**config.mk**
```make
export PLATFORM = sky130hd
export DESIGN_NAME = conv_layer_sequencer_flat
export DESIGN_NICKNAME = d
export VERILOG_FILES = /design/src/rtl/conv_layer_sequencer_if.sv /design/src/rtl/conv_layer_sequencer.sv /design/src/flat_wrapper.sv
export SDC_FILE = /design/constraint.sdc
export NUM_CORES = 2
export LEC_CHECK = 0
export CAP_MARGIN = 5
export CORE_UTILIZATION = 49
export CTS_CLUSTER_DIAMETER = 80
export DETAILED_ROUTE_END_ITERATION = 8
export PLACE_DENSITY = 0.7
export SYNTH_ARGS = -nofsm -noshare
export SYNTH_HDL_FRONTEND = slang
export SYNTH_SLANG_ARGS = --single-unit
```
**constraint.sdc**
```tcl
create_clock -name clk -period 68.4 [get_ports clk]
set_input_delay 13.68 -clock clk [delete_from_list [all_inputs] [get_ports clk]]
set_output_delay 13.68 -clock clk [all_outputs]
set_load 0.02 [all_outputs]
```
**src/rtl/conv_layer_sequencer_if.sv**
```systemverilog
// conv_layer_sequencer_if
//   Bundles every non-clock/reset signal of the convolution layer sequencer.
//   master : the sequencer side (drives control, engine operands, RAM addresses)
//   slave  : the environment side (drives start/config, engine replies, RAM data)
//   Groups: start + cfg_*            layer launch and configuration
//           busy, done               layer status
//           eng_*                    conv engine handshake and operand pair
//           act_/w_/bias_            read ports, 1-cycle read latency
//           out_we/out_addr/out_data output RAM write port
interface conv_layer_sequencer_if #(
   parameter int unsigned ADDR_W = 20,
   parameter int unsigned DIM_W  = 9
);
   logic                start;
   logic [DIM_W-1:0]    cfg_in_w;
   logic [DIM_W-1:0]    cfg_in_h;
   logic [10:0]         cfg_in_ch;
   logic [10:0]         cfg_out_ch;
   logic                cfg_k3;
   logic                cfg_stride2;
   logic [15:0]         cfg_scale;

   logic                busy;
   logic                done;

   logic                eng_start;
   logic [10:0]         eng_macs_count;
   logic [31:0]         eng_bias;
   logic [15:0]         eng_scale;
   logic [10:0]         eng_mac_index;
   logic signed [7:0]   eng_act;
   logic signed [7:0]   eng_w;
   logic                eng_done;
   logic [7:0]          eng_result;

   logic [ADDR_W-1:0]   act_addr;
   logic [7:0]          act_rdata;
   logic [ADDR_W-1:0]   w_addr;
   logic [7:0]          w_rdata;
   logic [10:0]         bias_addr;
   logic [31:0]         bias_rdata;

   logic                out_we;
   logic [ADDR_W-1:0]   out_addr;
   logic [7:0]          out_data;

   modport master (
      input  start, cfg_in_w, cfg_in_h, cfg_in_ch, cfg_out_ch, cfg_k3, cfg_stride2, cfg_scale,
      output busy, done,
      output eng_start, eng_macs_count, eng_bias, eng_scale, eng_act, eng_w,
      input  eng_mac_index, eng_done, eng_result,
      output act_addr, w_addr, bias_addr,
      input  act_rdata, w_rdata, bias_rdata,
      output out_we, out_addr, out_data
   );

   modport slave (
      output start, cfg_in_w, cfg_in_h, cfg_in_ch, cfg_out_ch, cfg_k3, cfg_stride2, cfg_scale,
      input  busy, done,
      input  eng_start, eng_macs_count, eng_bias, eng_scale, eng_act, eng_w,
      output eng_mac_index, eng_done, eng_result,
      input  act_addr, w_addr, bias_addr,
      output act_rdata, w_rdata, bias_rdata,
      input  out_we, out_addr, out_data
   );
endinterface

```
**src/rtl/conv_layer_sequencer.sv**
```systemverilog
// conv_layer_sequencer
//   Walks one convolution layer (oy, ox, oc outermost to innermost), feeding a
//   conv engine one output pixel/channel at a time and writing each int8 result
//   to the output RAM in increasing address order.
//   Ports:
//     clk    rising-edge clock
//     rst_n  asynchronous active-low reset
//     bus    conv_layer_sequencer_if.master: start/config, busy/done, engine
//            handshake + operand pair, activation/weight/bias read ports,
//            output write port
//   Operands are addressed combinationally from eng_mac_index; the RAM data
//   returns one cycle later, so eng_act/eng_w are valid the cycle after an
//   index change.
module conv_layer_sequencer #(
   parameter int unsigned ADDR_W = 20,
   parameter int unsigned DIM_W  = 9
) (
   input  logic                   clk,
   input  logic                   rst_n,
   conv_layer_sequencer_if.master bus
);

   localparam int unsigned CW = DIM_W + 3;   // signed input-coordinate width

   typedef enum logic [2:0] {
      IDLE, BIAS_RD, BIAS_LAT, ENG_START, ENG_WAIT, WRITE, ADVANCE, DONE
   } state_t;

   state_t              state_q, state_d;

   logic [DIM_W-1:0]    in_w_q, in_w_d;
   logic [DIM_W-1:0]    in_h_q, in_h_d;
   logic [10:0]         in_ch_q, in_ch_d;
   logic [10:0]         out_ch_q, out_ch_d;
   logic                k3_q, k3_d;
   logic                s2_q, s2_d;
   logic [15:0]         scale_q, scale_d;
   logic [10:0]         macs_q, macs_d;
   logic [DIM_W-1:0]    out_w_q, out_w_d;
   logic [DIM_W-1:0]    out_h_q, out_h_d;

   logic [DIM_W-1:0]    oy_q, oy_d;
   logic [DIM_W-1:0]    ox_q, ox_d;
   logic [10:0]         oc_q, oc_d;
   logic [ADDR_W-1:0]   w_base_q, w_base_d;
   logic [ADDR_W-1:0]   out_cnt_q, out_cnt_d;

   logic [31:0]         bias_q, bias_d;
   logic [7:0]          result_q, result_d;
   logic                op_valid_q, op_valid_d;
   logic                pad_q, pad_d;

   logic                op_active;
   logic [10:0]         op_idx;
   logic [14:0]         thr [16];
   logic [3:0]          kpos;
   logic [10:0]         ic;
   logic [1:0]          ky, kx;
   logic [CW-1:0]       y_base, x_base, iy, ix;
   logic [ADDR_W-1:0]   act_lin;
   logic [ADDR_W-1:0]   act_addr_c;
   logic [ADDR_W-1:0]   w_addr_c;

   // ---------------------------------------------------------------- state
   always_ff @(posedge clk or negedge rst_n) begin
      if (!rst_n) begin
         state_q    <= IDLE;
         in_w_q     <= '0;
         in_h_q     <= '0;
         in_ch_q    <= '0;
         out_ch_q   <= '0;
         k3_q       <= 1'b0;
         s2_q       <= 1'b0;
         scale_q    <= '0;
         macs_q     <= '0;
         out_w_q    <= '0;
         out_h_q    <= '0;
         oy_q       <= '0;
         ox_q       <= '0;
         oc_q       <= '0;
         w_base_q   <= '0;
         out_cnt_q  <= '0;
         bias_q     <= '0;
         result_q   <= '0;
         op_valid_q <= 1'b0;
         pad_q      <= 1'b0;
      end else begin
         state_q    <= state_d;
         in_w_q     <= in_w_d;
         in_h_q     <= in_h_d;
         in_ch_q    <= in_ch_d;
         out_ch_q   <= out_ch_d;
         k3_q       <= k3_d;
         s2_q       <= s2_d;
         scale_q    <= scale_d;
         macs_q     <= macs_d;
         out_w_q    <= out_w_d;
         out_h_q    <= out_h_d;
         oy_q       <= oy_d;
         ox_q       <= ox_d;
         oc_q       <= oc_d;
         w_base_q   <= w_base_d;
         out_cnt_q  <= out_cnt_d;
         bias_q     <= bias_d;
         result_q   <= result_d;
         op_valid_q <= op_valid_d;
         pad_q      <= pad_d;
      end
   end

   // ------------------------------------------------- next state / counters
   always_comb begin
      state_d   = state_q;
      in_w_d    = in_w_q;
      in_h_d    = in_h_q;
      in_ch_d   = in_ch_q;
      out_ch_d  = out_ch_q;
      k3_d      = k3_q;
      s2_d      = s2_q;
      scale_d   = scale_q;
      macs_d    = macs_q;
      out_w_d   = out_w_q;
      out_h_d   = out_h_q;
      oy_d      = oy_q;
      ox_d      = ox_q;
      oc_d      = oc_q;
      w_base_d  = w_base_q;
      out_cnt_d = out_cnt_q;
      bias_d    = bias_q;
      result_d  = result_q;

      case (state_q)
         IDLE: begin
            if (bus.start) begin
               in_w_d    = bus.cfg_in_w;
               in_h_d    = bus.cfg_in_h;
               in_ch_d   = bus.cfg_in_ch;
               out_ch_d  = bus.cfg_out_ch;
               k3_d      = bus.cfg_k3;
               s2_d      = bus.cfg_stride2;
               scale_d   = bus.cfg_scale;
               macs_d    = bus.cfg_k3 ?
                           11'(({3'b000, bus.cfg_in_ch} << 3) + {3'b000, bus.cfg_in_ch}) :
                           bus.cfg_in_ch;
               out_w_d   = bus.cfg_stride2 ? (bus.cfg_in_w >> 1) : bus.cfg_in_w;
               out_h_d   = bus.cfg_stride2 ? (bus.cfg_in_h >> 1) : bus.cfg_in_h;
               oy_d      = '0;
               ox_d      = '0;
               oc_d      = '0;
               w_base_d  = '0;
               out_cnt_d = '0;
               state_d   = BIAS_RD;
            end
         end
         BIAS_RD:   state_d = BIAS_LAT;
         BIAS_LAT: begin
            bias_d  = bus.bias_rdata;
            state_d = ENG_START;
         end
         ENG_START: state_d = ENG_WAIT;
         ENG_WAIT: begin
            if (bus.eng_done) begin
               result_d = bus.eng_result;
               state_d  = WRITE;
            end
         end
         WRITE:     state_d = ADVANCE;
         ADVANCE: begin
            // Output order equals address order, so the write address is a plain counter.
            out_cnt_d = out_cnt_q + ADDR_W'(1);
            state_d   = BIAS_RD;
            if (oc_q == out_ch_q - 11'd1) begin
               oc_d     = '0;
               w_base_d = '0;
               if (ox_q == out_w_q - DIM_W'(1)) begin
                  ox_d = '0;
                  if (oy_q == out_h_q - DIM_W'(1)) begin
                     state_d = DONE;
                  end else begin
                     oy_d = oy_q + DIM_W'(1);
                  end
               end else begin
                  ox_d = ox_q + DIM_W'(1);
               end
            end else begin
               oc_d     = oc_q + 11'd1;
               w_base_d = w_base_q + ADDR_W'(macs_q);
            end
         end
         DONE:      state_d = IDLE;
         default:   state_d = IDLE;
      endcase
   end

   // ------------------------------------------------- operand addressing
   always_comb begin
      op_active = (state_q == ENG_START) || (state_q == ENG_WAIT);
      op_idx    = (state_q == ENG_START) ? '0 : bus.eng_mac_index;

      // Split mac_index into kernel position and ic by comparing against the
      // multiples of in_ch instead of dividing.
      for (int unsigned k = 0; k < 16; k++) begin
         thr[k] = 15'(k) * {4'b0000, in_ch_q};
      end
      kpos = '0;
      if (k3_q) begin
         for (int unsigned k = 1; k < 9; k++) begin
            if ({4'b0000, op_idx} >= thr[k]) kpos = kpos + 4'd1;
         end
      end
      ic = 11'({4'b0000, op_idx} - thr[kpos]);

      case (kpos)
         4'd0:    begin ky = 2'd0; kx = 2'd0; end
         4'd1:    begin ky = 2'd0; kx = 2'd1; end
         4'd2:    begin ky = 2'd0; kx = 2'd2; end
         4'd3:    begin ky = 2'd1; kx = 2'd0; end
         4'd4:    begin ky = 2'd1; kx = 2'd1; end
         4'd5:    begin ky = 2'd1; kx = 2'd2; end
         4'd6:    begin ky = 2'd2; kx = 2'd0; end
         4'd7:    begin ky = 2'd2; kx = 2'd1; end
         default: begin ky = 2'd2; kx = 2'd2; end
      endcase

      y_base = s2_q ? {2'b00, oy_q, 1'b0} : {3'b000, oy_q};
      x_base = s2_q ? {2'b00, ox_q, 1'b0} : {3'b000, ox_q};
      iy     = y_base + CW'(ky) - CW'(k3_q);
      ix     = x_base + CW'(kx) - CW'(k3_q);

      // A coordinate of -1 wraps to a huge unsigned value, so one unsigned
      // compare covers both the low and the high edge.
      pad_d = (iy >= {3'b000, in_h_q}) || (ix >= {3'b000, in_w_q});

      act_lin    = (ADDR_W'(iy) * ADDR_W'(in_w_q) + ADDR_W'(ix)) * ADDR_W'(in_ch_q) + ADDR_W'(ic);
      act_addr_c = (op_active && !pad_d) ? act_lin : '0;
      w_addr_c   = op_active ? (w_base_q + ADDR_W'(op_idx)) : '0;
      op_valid_d = op_active;
   end

   // ------------------------------------------------- outputs
   assign bus.busy           = (state_q != IDLE);
   assign bus.done           = (state_q == DONE);
   assign bus.eng_start      = (state_q == ENG_START);
   assign bus.eng_macs_count = macs_q;
   assign bus.eng_bias       = bias_q;
   assign bus.eng_scale      = scale_q;
   assign bus.eng_act        = (op_valid_q && !pad_q) ? bus.act_rdata : '0;
   assign bus.eng_w          = op_valid_q ? bus.w_rdata : '0;
   assign bus.act_addr       = act_addr_c;
   assign bus.w_addr         = w_addr_c;
   assign bus.bias_addr      = (state_q == BIAS_RD) ? oc_q : '0;
   assign bus.out_we         = (state_q == WRITE);
   assign bus.out_addr       = (state_q == WRITE) ? out_cnt_q : '0;
   assign bus.out_data       = (state_q == WRITE) ? result_q : '0;

endmodule

```
**src/flat_wrapper.sv**
```systemverilog
// flat-port wrapper written by rule: the top's interface ports become plain ports
module conv_layer_sequencer_flat 
#(
   parameter int unsigned ADDR_W = 20,
   parameter int unsigned DIM_W  = 9
)
  (clk, rst_n, bus_start, bus_cfg_in_w, bus_cfg_in_h, bus_cfg_in_ch, bus_cfg_out_ch, bus_cfg_k3, bus_cfg_stride2, bus_cfg_scale, bus_busy, bus_done, bus_eng_start, bus_eng_macs_count, bus_eng_bias, bus_eng_scale, bus_eng_act, bus_eng_w, bus_eng_mac_index, bus_eng_done, bus_eng_result, bus_act_addr, bus_w_addr, bus_bias_addr, bus_act_rdata, bus_w_rdata, bus_bias_rdata, bus_out_we, bus_out_addr, bus_out_data);
  conv_layer_sequencer_if #(.ADDR_W(ADDR_W), .DIM_W(DIM_W)) bus_i ();
  input  logic clk;
  input  logic rst_n;
  input wire logic [$bits(bus_i.start)-1:0] bus_start;
  input wire logic [$bits(bus_i.cfg_in_w)-1:0] bus_cfg_in_w;
  input wire logic [$bits(bus_i.cfg_in_h)-1:0] bus_cfg_in_h;
  input wire logic [$bits(bus_i.cfg_in_ch)-1:0] bus_cfg_in_ch;
  input wire logic [$bits(bus_i.cfg_out_ch)-1:0] bus_cfg_out_ch;
  input wire logic [$bits(bus_i.cfg_k3)-1:0] bus_cfg_k3;
  input wire logic [$bits(bus_i.cfg_stride2)-1:0] bus_cfg_stride2;
  input wire logic [$bits(bus_i.cfg_scale)-1:0] bus_cfg_scale;
  output wire logic [$bits(bus_i.busy)-1:0] bus_busy;
  output wire logic [$bits(bus_i.done)-1:0] bus_done;
  output wire logic [$bits(bus_i.eng_start)-1:0] bus_eng_start;
  output wire logic [$bits(bus_i.eng_macs_count)-1:0] bus_eng_macs_count;
  output wire logic [$bits(bus_i.eng_bias)-1:0] bus_eng_bias;
  output wire logic [$bits(bus_i.eng_scale)-1:0] bus_eng_scale;
  output wire logic [$bits(bus_i.eng_act)-1:0] bus_eng_act;
  output wire logic [$bits(bus_i.eng_w)-1:0] bus_eng_w;
  input wire logic [$bits(bus_i.eng_mac_index)-1:0] bus_eng_mac_index;
  input wire logic [$bits(bus_i.eng_done)-1:0] bus_eng_done;
  input wire logic [$bits(bus_i.eng_result)-1:0] bus_eng_result;
  output wire logic [$bits(bus_i.act_addr)-1:0] bus_act_addr;
  output wire logic [$bits(bus_i.w_addr)-1:0] bus_w_addr;
  output wire logic [$bits(bus_i.bias_addr)-1:0] bus_bias_addr;
  input wire logic [$bits(bus_i.act_rdata)-1:0] bus_act_rdata;
  input wire logic [$bits(bus_i.w_rdata)-1:0] bus_w_rdata;
  input wire logic [$bits(bus_i.bias_rdata)-1:0] bus_bias_rdata;
  output wire logic [$bits(bus_i.out_we)-1:0] bus_out_we;
  output wire logic [$bits(bus_i.out_addr)-1:0] bus_out_addr;
  output wire logic [$bits(bus_i.out_data)-1:0] bus_out_data;
  assign bus_i.start = bus_start;
  assign bus_i.cfg_in_w = bus_cfg_in_w;
  assign bus_i.cfg_in_h = bus_cfg_in_h;
  assign bus_i.cfg_in_ch = bus_cfg_in_ch;
  assign bus_i.cfg_out_ch = bus_cfg_out_ch;
  assign bus_i.cfg_k3 = bus_cfg_k3;
  assign bus_i.cfg_stride2 = bus_cfg_stride2;
  assign bus_i.cfg_scale = bus_cfg_scale;
  assign bus_busy = bus_i.busy;
  assign bus_done = bus_i.done;
  assign bus_eng_start = bus_i.eng_start;
  assign bus_eng_macs_count = bus_i.eng_macs_count;
  assign bus_eng_bias = bus_i.eng_bias;
  assign bus_eng_scale = bus_i.eng_scale;
  assign bus_eng_act = bus_i.eng_act;
  assign bus_eng_w = bus_i.eng_w;
  assign bus_i.eng_mac_index = bus_eng_mac_index;
  assign bus_i.eng_done = bus_eng_done;
  assign bus_i.eng_result = bus_eng_result;
  assign bus_act_addr = bus_i.act_addr;
  assign bus_w_addr = bus_i.w_addr;
  assign bus_bias_addr = bus_i.bias_addr;
  assign bus_i.act_rdata = bus_act_rdata;
  assign bus_i.w_rdata = bus_w_rdata;
  assign bus_i.bias_rdata = bus_bias_rdata;
  assign bus_out_we = bus_i.out_we;
  assign bus_out_addr = bus_i.out_addr;
  assign bus_out_data = bus_i.out_data;
  conv_layer_sequencer #(.ADDR_W(ADDR_W), .DIM_W(DIM_W)) u_core (.clk(clk), .rst_n(rst_n), .bus(bus_i));
endmodule
```
==> results_dict.tcl <==
set metrics [dict create \
    worst_pin_slew_ns 1.10 \
    final_common_cell "inv_1" \
    dr.pass1.iters 6 \
    worstSetupStartpointType "input pin" \
    initial_core_util_pct 49.6 \
    synth_top_cell_area_share_pct 17.3 \
    fin_nets 4293 \
    finalWeightedCongestion 0.918 \
    ys.warnings.count 0 \
    clock_latency_ns 0.45 \
    clk_path_buf_depth 2 \
    viasPerCell 5.46 \
    dp_cells 4314 \
    avgRoutedWirePerCell_um 17.6 \
    dieArea_um2 59400 \
    clockRootBuffer "clkbuf_16" \
    slew_viol_final 0 \
    die_h_um 244 \
    routed_wl_um 76700 \
    period_minus_slack_ns 46.88 \
    synth_area_um2 28600 \
    syn-num-nets 4091 \
    cpMaxStageDelayCell "clkdlybuf4s50_1" \
    vias 23800 \
    ys_ff_latch 198 \
    numClockSinks 198 \
    clk_pin_slew_ns 0.08 \
    top_level_ports 287 \
    yosysTopAreaCell "dfrtp_1" \
    fillers 5324 \
    antenna_found_initial 9 \
    fp.coreArea_um2 57700 \
    drive_above_1_share_pct 4.02 \
    finalSetupViolations 0 \
    dp.final_hpwl_um 59800 \
    hold_buffers 0 \
    port_buffers 286 \
    rsz0062_at_grt "false" \
    area_delta_synth_final_pct 14.4 \
    end_kind "output pin" \
    synthArstFlopShare_pct 100 \
    cts_setup_buffers 0 \
    seqCellArea_um2 4950 \
    critPathKind "in2out" \
    grt_pass1_vias 23400 \
    ant_nets 0 \
    layout_common_cells "inv_1, nand2_1, ha_1" \
    ctsResizeCount 0 \
    arrival_ns 33.20 \
    synth_area_leaders "dfrtp_1, fa_1, ha_1, inv_1, nand2_1" \
    cts_tree "done" \
    synth-main-ff-cell "dfrtp_1" \
    avgSynthCellArea_um2 8.50 \
    multi_input_area_um2 21400 \
    slew_headroom_pct 26.2 \
    drv_cap 0 \
    fmax_ghz 0.0213 \
    hold_viol_final 0 \
    drt_first_iter_violations 1679 \
    ys_types 93 \
    synth_seq_area_share_pct 17.3 \
    hold_class "reg2reg" \
    htree_levels 4 \
    overflow 0 \
    syn_inst 3366 \
    critPathMaxStageDelay_ns 0.63 \
    grt_max_degree 98 \
    drc 0 \
    row_count 88 \
    gr-usage-all-layers_pct 26.1 \
    status "completed" \
    crit_required_ns 54.72 \
    stdcell_count 4347 \
    setup_tns_ns 0 \
    numCtsBuffers 17 \
    die_w_um 244 \
    grt_pass1_wl_um 124000 \
    synth_edf_count 0 \
    skew_ns 0.0135 \
    path_max_fanout 34 \
    period_share_pct 68.5 \
]
==> per-layer routing <==
metal  global-route usage, %  routed length, µm  vias up
met3                    4.71               5220      125
met5                       0                 82        -
met1                    34.7              33600    11400
met2                    43.4              35800      728
li1                        -                  -    11500
met4                    7.37               1980       14
==> cell type report <==
type	instances	share of cell area [%]
Clock buffer	18	1.34
Tap cell	765	2.92
Inverter	455	5.22
Sequential cell	198	15.1
Clock inverter	14	0.577
Antenna cell	1	0.00764
Multi-Input combinational cell	2580	65.4
Timing Repair Buffer	316	9.44
==> state kept, by name (all words and copies together), names as in the netlist, 9 cells and up <==
| register | count |
|---|---|
| u_core.in_h_q | 9 |
| u_core.out_w_q | 9 |
| u_core.out_cnt_q | 20 |
| u_core.in_ch_q | 11 |
| u_core.out_ch_q | 11 |
| u_core.out_h_q | 9 |
| u_core.bus.eng_scale | 16 |
| u_core.oy_q | 9 |
| u_core.oc_q | 11 |
| u_core.w_base_q | 20 |
| u_core.bus.eng_bias | 32 |
| u_core.in_w_q | 9 |
| u_core.ox_q | 9 |
==> synth_stat cells, drive strengths merged (6+ instances only) <==
cell and instances:
and2 155, nor3b 8, nand3 62, o211ai 13
nand3b 6, xnor3 7, nor3 31, nor4 10
nand4 12, mux2 43, o31ai 13, nor2 149
ha 349, dfrtp 198, a31o 9, a31oi 20
or3 14, a21oi 159, xnor2 147, o21a 19
nand2 448, nor2b 45, a211oi 26, fa 247
xor2 60, a221oi 8, o21bai 36, buf 35
clkbuf 98, mux2i 71, and3 36, a21o 43
o21ai 199, nand2b 52, inv 455
==> stage by stage <==
| stage | area, µm² | utilization (%) | hold slack [ns] | setup slack (ns) |
|---|---|---|---|---|
| after global placement | 32100 | 55.7 | 0.457 | 22.05 |
| after global routing | 32700 | 56.8 | 0.494 | 19.99 |
| final | 32700 | 56.8 | 0.478 | 21.52 |
| after CTS | 32700 | 56.8 | 0.481 | 21.52 |
| after floorplan | 28600 | - | 0.449 | 23.78 |
| after detailed placement | 32100 | 55.7 | 0.461 | 21.56 |
==> cell families after synthesis <==
family                   share of synthesized area (%)
buffers and inverters                             8.00
adder cells (fa/ha/maj)                           32.6
AO/OA/AOI/OAI                                     13.4
multiplexers                                      4.20
flip-flops                                        17.3
AND/OR/NAND/NOR                                   17.6
XOR/XNOR                                          6.89
==> critical path, delay by kind of cell <==
kind	cells	cell delay, ns
AOI/OAI and AO/OA	24	3.99
xor gates and xnor gates	11	3.05
adders and majority gates	22	8.47
buffers and inverters	13	1.96
muxes	1	0.18
and+or+nand+nor	17	1.81
==> worst paths after layout <==
| check | start | endpoint | slack [ns] | cells past startpoint |
|---|---|---|---|---|
| worst max-delay path | bus_eng_mac_index[0] | bus_act_addr[19] | 21.52 | 88 |
| worst min-delay path | u_core.bus.eng_scale[5]$_DFFE_PN0P_ | u_core.bus.eng_scale[5]$_DFFE_PN0P_ | 0.48 | 2 |
| worst max register to register | u_core.in_ch_q[1]$_DFFE_PN0P_ | u_core.pad_q$_DFF_PN0_ | 55.57 | 57 |
| worst min register to register | u_core.bus.eng_scale[5]$_DFFE_PN0P_ | u_core.bus.eng_scale[5]$_DFFE_PN0P_ | 0.48 | 2 |
| max in group asynchronous | rst_n | u_core.in_h_q[8]$_DFFE_PN0P_ | 53.71 | 2 |
| min in group asynchronous | rst_n | u_core.bus.eng_bias[19]$_DFFE_PN0P_ | 13.29 | 1 |
Power is not shown: default switching activity piles up to over one toggle a cycle in this logic, so the estimate is an artifact.
